--- src/rtl/gpr_writeback_buffer.sv ---
// gpr_writeback_buffer: in-order FIFO of GPR writebacks feeding the single register-file
// write port, with combinational read-hazard flags over all pending entries.
module gpr_writeback_buffer #(
    parameter int DEPTH = 4
) (
    input  logic            clk,
    input  logic            reset,
    input  logic            push_valid,
    output logic            push_ready,
    input  logic [2:0]      push_sel,
    input  logic [15:0]     push_val,
    input  logic            push_is_8_bit,
    input  logic            wr_grant,
    output logic            wr_en,
    output logic [2:0]      wr_sel,
    output logic [15:0]     wr_val,
    output logic            wr_is_8_bit,
    input  logic            flush,
    input  logic [1:0][2:0] q_sel,
    input  logic            q_is_8_bit,
    output logic [1:0]      hazard,
    output logic            empty
);
    localparam int AW = $clog2(DEPTH);

    logic [2:0]    sel_q [DEPTH];
    logic [15:0]   val_q [DEPTH];
    logic          w8_q  [DEPTH];
    logic [AW-1:0] rd_ptr_q, rd_ptr_d, wr_ptr_q, wr_ptr_d, off;
    logic [AW:0]   count_q, count_d;
    logic          push;

    // Byte registers AL..BH collapse onto their containing word register.
    function automatic logic [2:0] phys(input logic [2:0] sel, input logic is8);
        return is8 ? {1'b0, sel[1:0]} : sel;
    endfunction

    assign empty       = count_q == '0;
    assign push_ready  = count_q != (AW+1)'(DEPTH);
    assign push        = push_valid & push_ready & ~flush;
    assign wr_en       = ~empty & wr_grant & ~flush;
    assign wr_sel      = sel_q[rd_ptr_q];
    assign wr_val      = val_q[rd_ptr_q];
    assign wr_is_8_bit = w8_q[rd_ptr_q];

    always_comb begin
        rd_ptr_d = flush ? '0 : rd_ptr_q + AW'(wr_en);
        wr_ptr_d = flush ? '0 : wr_ptr_q + AW'(push);
        count_d  = flush ? '0 : count_q + (AW+1)'(push) - (AW+1)'(wr_en);
    end

    // Validity comes from the slot's distance to the head, so stale slots never match.
    always_comb begin
        hazard = '0;
        off    = '0;
        for (int i = 0; i < DEPTH; i++) begin
            off = AW'(i) - rd_ptr_q;
            for (int p = 0; p < 2; p++)
                hazard[p] = hazard[p] | (({1'b0, off} < count_q) &&
                            (phys(sel_q[i], w8_q[i]) == phys(q_sel[p], q_is_8_bit)));
        end
    end

    always_ff @(posedge clk or negedge reset) begin
        if (!reset) begin
            rd_ptr_q <= '0;
            wr_ptr_q <= '0;
            count_q  <= '0;
            for (int i = 0; i < DEPTH; i++) begin
                sel_q[i] <= '0;
                val_q[i] <= '0;
                w8_q[i]  <= 1'b0;
            end
        end else begin
            rd_ptr_q <= rd_ptr_d;
            wr_ptr_q <= wr_ptr_d;
            count_q  <= count_d;
            if (push) begin
                sel_q[wr_ptr_q] <= push_sel;
                val_q[wr_ptr_q] <= push_val;
                w8_q[wr_ptr_q]  <= push_is_8_bit;
            end
        end
    end
endmodule

--- config.mk ---
export PLATFORM = sky130hd
export DESIGN_NAME = gpr_writeback_buffer
export DESIGN_NICKNAME = d
export VERILOG_FILES = /design/src/rtl/gpr_writeback_buffer.sv
export SDC_FILE = /design/constraint.sdc
export NUM_CORES = 1
export LEC_CHECK = 0
export ABC_AREA = 1
export BUFFER_PORTS_ARGS = -buffer_cell sky130_fd_sc_hd__buf_2
export CAP_MARGIN = 20
export CORE_ASPECT_RATIO = 1.25
export CORE_MARGIN = 3
export CORE_UTILIZATION = 40
export CTS_BUF_LIST = sky130_fd_sc_hd__clkbuf_4 sky130_fd_sc_hd__clkbuf_8
export DETAILED_ROUTE_END_ITERATION = 8
export GPL_ROUTABILITY_DRIVEN = 0
export PLACE_DENSITY = 0.7
export SLEW_MARGIN = 30
export SYNTH_ARGS = -nofsm -noshare
export SYNTH_HDL_FRONTEND = slang
export SYNTH_SLANG_ARGS = --single-unit
--- constraint.sdc ---
create_clock -name clk -period 2.29 [get_ports clk]
set_clock_uncertainty 0.15 [all_clocks]
set_input_delay 0.1145 -clock clk [delete_from_list [all_inputs] [get_ports clk]]
set_output_delay 0.1145 -clock clk [all_outputs]
set_load 0.1 [all_outputs]
After elaboration in Yosys (flattened, before gate mapping)
Index checks and enable logic that the tools add are counted.

operators by class
  add/subtract/negate cells = 8
  magnitude comparators = 7
  eq/ne operators = 9
  multiplexer cells = 27
  bitwise operators = 14
  reductions and logical operators = 10

operators by type and width
  operator                                                  count
  bitwise mux 64 bit                                        1
  2-to-1 mux 16 bit                                         3
  binary-select mux 16 bit (select 2 bit)                   1
  demux 16 bit (select 2 bit)                               1
  2-to-1 mux 3 bit                                          10
  == test 3 bit                                             8
  bitwise mux 12 bit                                        1
  < comparator 2 x 3 -> 1 bit                               4
  logical AND 1 bit                                         9
  binary-select mux 3 bit (select 2 bit)                    1
  demux 3 bit (select 2 bit)                                1
  greater-or-equal comparator 3 bit, second input constant  2
  inverter 2 -> 3 bit                                       2
  bitwise OR 1 bit                                          6
  adder 2 x 1 -> 2 bit                                      2
  AND 1 bit                                                 4
  bitwise mux 4 bit                                         1
  2-to-1 mux 2 bit                                          2
  subtractor 1 x 2 -> 2 bit, first input constant           2
  subtractor 2 bit, first input constant                    2
  adder 3 x 1 -> 3 bit                                      1
  logical NOT 3 bit                                         1
  < comparator 3 x 1 -> 1 bit, second input constant        1
  2-to-1 mux 1 bit                                          3
  5 further kinds                                           6

storage, ports and cells
  register bits = 87
  output and inout port bits = 25
  logic and storage cells = 90

Logic depth before layout (Yosys ltp)
Gate-level depths: netlist of the first run.

  depth after elaboration = 6
  mapped depth = 14
  depth with buffers taken out = 13

Worst setup path after synthesis of the first run
Ideal clock, no wire load.

  path type = register to register
  start point = reg count_q[2]
  end point = reg count_q[2]
  setup time = 0.124 ns
  data arrival time = 5.354 ns
  data required time = 2.016 ns
  setup slack = -3.338 ns
  cell stages (with the launch flop) = 11
  buffers on the path = 1
  clock period less this slack = 5.628 ns
  cell sequence = dfrtp_1 buf_4 nor3_1 nor2_1 ha_1 inv_1 ha_1 inv_1 fa_1 o21ai_0 a21oi_1

between the ends
  longest elaborated chain between the ends = 6
  elaborated cells on any way between the ends = 10

ends and longest elaborated chain
  item                       RTL line  source
  start: declaration         30        logic [AW:0] count_q, count_d;
  start signal: assignment   77        count_q <= count_d;
  logical NOT 3 bit          38        assign empty = count_q == '0;
  named net empty            22        output logic empty
  inverter 1 bit             41        assign wr_en = ~empty & wr_grant & ~flush;
  AND 1 bit (2 in a row)     41
  named net wr_en            14        output logic wr_en,
  subtractor 3 x 1 -> 3 bit  49        count_d = flush ? '0 : count_q + (AW+1)'(push) - (AW+1)'(wr_en);
  2-to-1 mux 3 bit           49
  named net count_d[2]       30

The timed path passes the listed nets, and every way through them passes these cells.
A chain may end at the register's enable or synchronous reset.

Worst setup path after layout of the first run
  start point = reg rd_ptr_q[1]
  end point = out hazard[1]

between the ends
  longest elaborated chain between the ends = 6
  elaborated cells on any way between the ends = 15

ends and longest elaborated chain
  item                           RTL line  source
  start: declaration             29        logic [AW-1:0] rd_ptr_q, rd_ptr_d, wr_ptr_q, wr_ptr_d, off;
  start signal: assignment       75        rd_ptr_q <= rd_ptr_d;
  subtractor 1 x 2 -> 2 bit      57        off = AW'(i) - rd_ptr_q;
  < comparator 2 x 3 -> 1 bit    59        hazard[p] = hazard[p] | (({1'b0, off} < count_q) &&
  logical AND 1 bit              59
  bitwise OR 1 bit (2 in a row)  59
  bitwise OR 1 bit *             59
  end: declaration               21        output logic [1:0] hazard,

Mark *: on every way between the ends. The rest lies on a longest branch, timed or not.

==> impl_results.md, run 1 <==
- Status: finished, final reports clean
- Via count: 4027
- Net Sw Frac: 0.478
- Maximum vdd drop: 1.00 mV
- CP Class: flop to output pin
- Via density: 4.89
- Lkg Pwr: 3.00 nW
- Final setup violation count: 0
- Tcrit/Tclk final: 0.994
- Max-Cap Viols: 0
- Flop pwr share: 0.283
- FF-to-FF setup slack: 0.16 ns
- CP Capture Type: output pin
- CTS tree: done
- Startpoint Class: flop
- Fillers: 1063
- Global Route Usage Sum: 0.173
- Placed cell area: 5530 sq um
- DIE AREA: 13300 sq um
- Register area share after synthesis: 0.456
- Internal power: 0.00442 W
- Leading area contributor after synthesis: dfrtp_1
- Share of cells above drive strength 1: 0.255
- Cell area power density: 1390 nW/um^2
- Vias in the first global route: 4030
- Routed WL per cell: 13.5 um
- Initial antenna violation count: 0
- Worst-path clk slew: 0.08 ns
- Port Buffers: 56
- Area Growth Syn to Fin: 27.3%
- Htree depth: 3
- Root buf cell: clkbuf_8
- Dpl hpwl: 7600 um
- Clock buffer depth: 2
- Final hold vios: 0
- Worst-Margin Slew: 0.530 ns
- Arr. time, crit path: 2.01 ns
- Net Count, Synth: 618
- Synthesized area: 4780 sq um
- Top-count cell post-synth: nand2_1
- Primary FF master, synth: dfrtp_1
- Setup TNS: 0 ns
- Largest cells by area after synthesis: dfrtp_1 (46%), nand2_1 (14%), o21ai_2 (8.3%)
- Diode count: 0
- Share of flip-flops with an asynchronous set or reset: 1.00
- Hold Crit Class: input port to asynchronous set/reset pin
- Syn Inst Count: 577
- Cell Rows: 44
- Clock sinks: 87
- Post-route cell area: 6080 sq um
- Remaining Overflow, GRT: 0
- Post-synth EDFFs: 0
- Logic gate share of total power: 0.581
- First-iteration detailed-routing DRC count: 306
- Largest net degree at the start of global routing: 48
- First-pass GRT wire length: 18800 um
- Final Max Tran Viols: 0
- RSZ-0062 raised after global routing: yes
- Total CTS buffers: 9
- Sw Pwr: 0.00405 W
- # nets final: 698
- Fmax: 439 MHz
- Post-Route WL: 11100 um
- Drt drc: 0
- Fin crit period: 2.28 ns
- Clk_lat worst skew: 0.35 ns
- Slew headroom: 0.646
- Synth warnings: 0
- Initial Utilization: 0.409
- Crit Path Max Fanout: 4
- Syn Area/Cell: 8.28 sq um
- Number of iterations in the first detailed-routing pass: 5
- Top cells by count, synth: nand2_1 (174), inv_1 (89), dfrtp_1 (87)
- Power share of the clock group: 0.135
- Post-synth cell types: 29
- Antenna violation net count after detailed routing: 0
- Die Width: 104 um
- Core area: 11700 sq um
- I/O pins: 57
- Die height: 128 um
- Worst EP required: 2.03 ns
- Post-synth top area share: 0.456
- Yosys reg bits: 87
## repair_timing
action                                  in CTS  in global routing
endpoints found under the setup margin       6                  3
gates resized for setup                      6                 12
hold buffers                                22                  0
buffers inserted                             2                  3
pin swaps                                    2                 13
hold endpoints to repair                   125                  0
## through the flow
stage / setup WS [ns] / hold slack (ns) / power [W] / util / instances
3_5_place_dp: 0.120 / -0.0210 / 0.00720 / 0.474 / 780
3_3_place_gp: 0.215 / -0.0262 / 0.00709 / 0.474 / 780
4_1_cts: 0.0109 / 0.137 / 0.00843 / 0.514 / 820
6_report: 0.0137 / 0.121 / 0.00847 / 0.521 / 823
2_1_floorplan: -0.803 / -0.331 / 0.00568 / - / 577
5_1_grt: -0.149 / 0.151 / 0.00897 / 0.521 / 823
## per-layer routing
metal	up-vias	GRT usage	part of all wire
met5	-	0	0
met4	0	0.0587	0.022
met3	20	0.0317	0.041
met2	97	0.311	0.52
met1	1911	0.209	0.42
li1	1999	-	-
## power by group through the flow
stage	clock, W	sequential, W	combinational, W
after CTS	0.00118	0.00239	0.00486
after global routing	0.00124	0.00247	0.00526
after global placement	0	0.00238	0.00470
after detailed placement	0	0.00242	0.00478
final	0.00115	0.00240	0.00492
after floorplan	0	0.00233	0.00335
## path summary, 6_finish.rpt
path                       cells after the start                   from                     to
max                                           13  rd_ptr_q[1]$_DFF_PN0_              hazard[1]
min                                            2                  reset   sel_q[0]$_DFFE_PN0P_
max reg2reg                                    9   count_q[1]$_DFF_PN0_   count_q[1]$_DFF_PN0_
min reg2reg                                    2  val_q[43]$_DFFE_PN0P_  val_q[43]$_DFFE_PN0P_
max in group asynchronous                      3                  reset   count_q[1]$_DFF_PN0_
min in group clk                               6               wr_grant  rd_ptr_q[0]$_DFF_PN0_
## sequential cells by signal, summed over array words and instances (netlist names)
register / count
val_q: 64
wr_ptr_q: 2
rd_ptr_q: 2
count_q: 3
sel_q: 12
w8_q: 4
## logic make-up (layout without fill, tap and decap cells)
group / Yosys count / after routing / synth area share
adder cells (fa/ha/maj): 9 / 9 / 0.0251
AND/OR/NAND/NOR: 234 / 234 / 0.204
XOR/XNOR: 2 / 2 / 0.00367
buffers and inverters: 118 / 203 / 0.120
AO/OA/AOI/OAI: 127 / 127 / 0.191
flip-flops: 87 / 87 / 0.456
## worst max-delay path: stages (launching register included)
cell and delay (ns):
dfrtp_1 0.43, nor2_2 0.15, inv_1 0.06, nand2_2 0.09
inv_2 0.05, ha_4 0.20, inv_2 0.05, nor2_2 0.03
a21oi_2 0.15, nand3_1 0.09, nand2_1 0.07, inv_1 0.04
nand2_2 0.07, buf_12 0.17
## cells in the final DEF (no fill, tap or decap), types with 3 or more instances in the layout
cell,n
a22oi_1,20
buf_12,24
buf_2,33
buf_4,15
clkbuf_4,3
clkbuf_8,9
dfrtp_1,86
dlygate4sd3_1,22
ha_1,5
ha_4,3
inv_1,85
inv_2,5
nand2_1,170
nand2_2,4
nand3_1,24
nand3_4,3
nor2_1,24
nor2_2,4
o211ai_1,16
o21ai_1,36
o21ai_2,45
o221ai_2,4
## final cells by class
cell class,count,area (sq um),area share
Sequential cell,87,2180,0.358
Multi-Input combinational cell,372,2140,0.352
Timing Repair Buffer,95,990,0.163
Inverter,92,352,0.0578
Tap cell,161,201,0.0331
Clock buffer,12,146,0.0241
Clock inverter,4,70.1,0.0115
Power figures use the tool's default switching activity.
==> run 2: changes to the inputs <==
--- a/config.mk
+++ b/config.mk
@@ -15,6 +15,7 @@
 export DETAILED_ROUTE_END_ITERATION = 8
 export GPL_ROUTABILITY_DRIVEN = 0
 export PLACE_DENSITY = 0.7
+export REMOVE_ABC_BUFFERS = 1
 export SLEW_MARGIN = 30
 export SYNTH_ARGS = -nofsm -noshare
 export SYNTH_HDL_FRONTEND = slang
==> run 2 against run 1 <==
Against the previous run: non-clock buffer count grew 2; die area is the same; sequential share of layout area grew 0.37 points; worst hold slack gained 0.048 ns; utilization shrank 0.54 points; maximum frequency shrank 0.47%; critical path depth shrank 8; clock power grew 3%; sequential power is essentially flat; first-iteration DRC count shrank 26%; routed wire length grew 0.43%; combinational power shrank 1%; largest power group unchanged; highest routed layer unchanged.
==> impl_results.md, run 2 (synthesized netlist as in run 1, its figures left out) <==
- Largest net degree at the start of global routing: 51
- Fin crit period: 2.29 ns
- Placed insts: 782
- Status: finished, final reports clean
- Clock buffer depth: 2
- Fillers: 1123
- Slew headroom: 0.570
- Crit-path cells: buf_4, nand2_1, buf_4, o211ai_1, buf_12
- Initial antenna violation count: 0
- # nets final: 700
- First-iteration detailed-routing DRC count: 225
- Commonest non-fill, non-tap cell in the layout: nand2_1
- Power share of the clock group: 0.142
- Worst path bufs/invs: 3
- Via count: 4091
- Biggest register: val_q
- Dpl hpwl: 7720 um
- Flop pwr share: 0.282
- Highest-delay cell along the critical path: dfrtp_2
- RSZ-0062 raised after global routing: yes
- Number of iterations in the first detailed-routing pass: 4
- Clock sinks: 87
- CTS tree: done
- Die height: 128 um
- Fmax: 437 MHz
- Drt drc: 0
- Cell Rows: 44
- CP Capture Type: output pin
- Logic gate share of total power: 0.577
- Share of cells above drive strength 1: 0.242
- Post-route cell area: 6020 sq um
- Remaining Overflow, GRT: 0
- Internal power: 0.00439 W
- First-pass GRT wire length: 19500 um
- Worst path max stage delay: 0.45 ns
- Worst-Margin Slew: 0.645 ns
- Max-Cap Viols: 0
- Routed WL per cell: 13.6 um
- I/O pins: 57
- Top Family by Delay on Critical Path: buffers and inverters
- Largest register FFs: 64
- Diode count: 0
- Crit Path Max Fanout: 19
- Worst EP required: 2.03 ns
- Root buf cell: clkbuf_8
- Lkg Pwr: 2.99 nW
- Tcrit/Tclk final: 0.999
- Final Power: 0.00843 W
- Arr. time, crit path: 2.02 ns
- Startpoint Class: flop
- Initial Utilization: 0.409
- Sw Pwr: 0.00405 W
- Worst-path clk slew: 0.09 ns
- Net Sw Frac: 0.480
- Cell area power density: 1400 nW/um^2
- Hold Crit Class: input port to asynchronous set/reset pin
- Most common cell type on the critical path: buf_4
- Setup TNS: 0 ns
- Area Growth Syn to Fin: 26.0%
- Post-Route WL: 11200 um
- Vias in the first global route: 4256
- Core area: 11700 sq um
- CP Class: flop to output pin
- Post-route insts no fill: 825
- Port Buffers: 56
- Antenna violation net count after detailed routing: 0
- Placed cell area: 5480 sq um
- Final hold vios: 0
- Global Route Usage Sum: 0.178
- Most frequent cells in the layout: nand2_1 (170), dfrtp_1 (86), inv_1 (85)
- Htree depth: 3
- DIE AREA: 13300 sq um
- Biggest regs: val_q x64, sel_q x12, w8_q x4
- Via density: 4.96
- Total CTS buffers: 9
- Maximum vdd drop: 0.954 mV
- Final setup violation count: 0
- Die Width: 104 um
- Final Max Tran Viols: 0
- Clk_lat worst skew: 0.36 ns
## run 2: cell types whose count changed in the layout (fill, tap and decap cells not counted), sizes merged
cell    previous run  this run
buf               73        75
inv               91        92
clkbuf            12        11
## run 2: layer usage
layer,GRT usage,routed length [um],up-vias
met5,0,0,-
met4,0.0704,319,0
met3,0.0307,445,32
met2,0.317,5690,103
met1,0.217,4740,1947
li1,-,-,2009
## run 2: worst paths after layout
| check | start | end | slack (ns) | depth (start not counted) |
|---|---|---|---|---|
| setup reg to reg | count_q[1]$_DFF_PN0_ | count_q[2]$_DFF_PN0_ | 0.08 | 11 |
| max in group asynchronous | reset | val_q[43]$_DFFE_PN0P_ | 1.05 | 3 |
| setup / recovery | rd_ptr_q[1]$_DFF_PN0_ | wr_val[5] | 0.003 | 5 |
| min in group clk | wr_grant | rd_ptr_q[0]$_DFF_PN0_ | 0.24 | 6 |
| hold reg to reg | val_q[55]$_DFFE_PN0P_ | val_q[55]$_DFFE_PN0P_ | 0.34 | 2 |
| hold / removal | reset | val_q[38]$_DFFE_PN0P_ | 0.17 | 2 |
## run 2: cell type report
class                   count  area (sq um)  area share
flip-flops and latches     87          2180       0.362
multi-input cells         372          2080       0.345
repair buffers             97           988       0.164
inverters                  92           348      0.0578
well taps                 161           201      0.0335
clock buffers              11           145      0.0241
clock inverters             5          81.3      0.0135
## run 2: repair_timing
item                                    CTS  global route
pin swaps                                 8             7
endpoints found under the setup margin    2            22
hold buffers                             22             0
buffers inserted                          4             1
hold endpoints to repair                135             0
resized for setup                         7            12
## run 2: through the flow
step	setup slack (ns)	hold slack [ns]	utilization
after floorplan	-3.32	-0.331	-
after global placement	0.113	0.0157	0.470
after detailed placement	0.0296	0.0338	0.470
after CTS	-0.0269	0.177	0.512
after global routing	-0.131	0.206	0.516
final	0.00291	0.169	0.516
## run 2: power by group through the flow
stage               Sequential [W]  Clock, W  Combinational [W]
floorplan                  0.00237         0            0.00338
global placement           0.00236         0            0.00467
detailed placement         0.00240         0            0.00475
CTS                        0.00237   0.00122            0.00485
global route               0.00244   0.00128            0.00519
finish                     0.00238   0.00119            0.00486
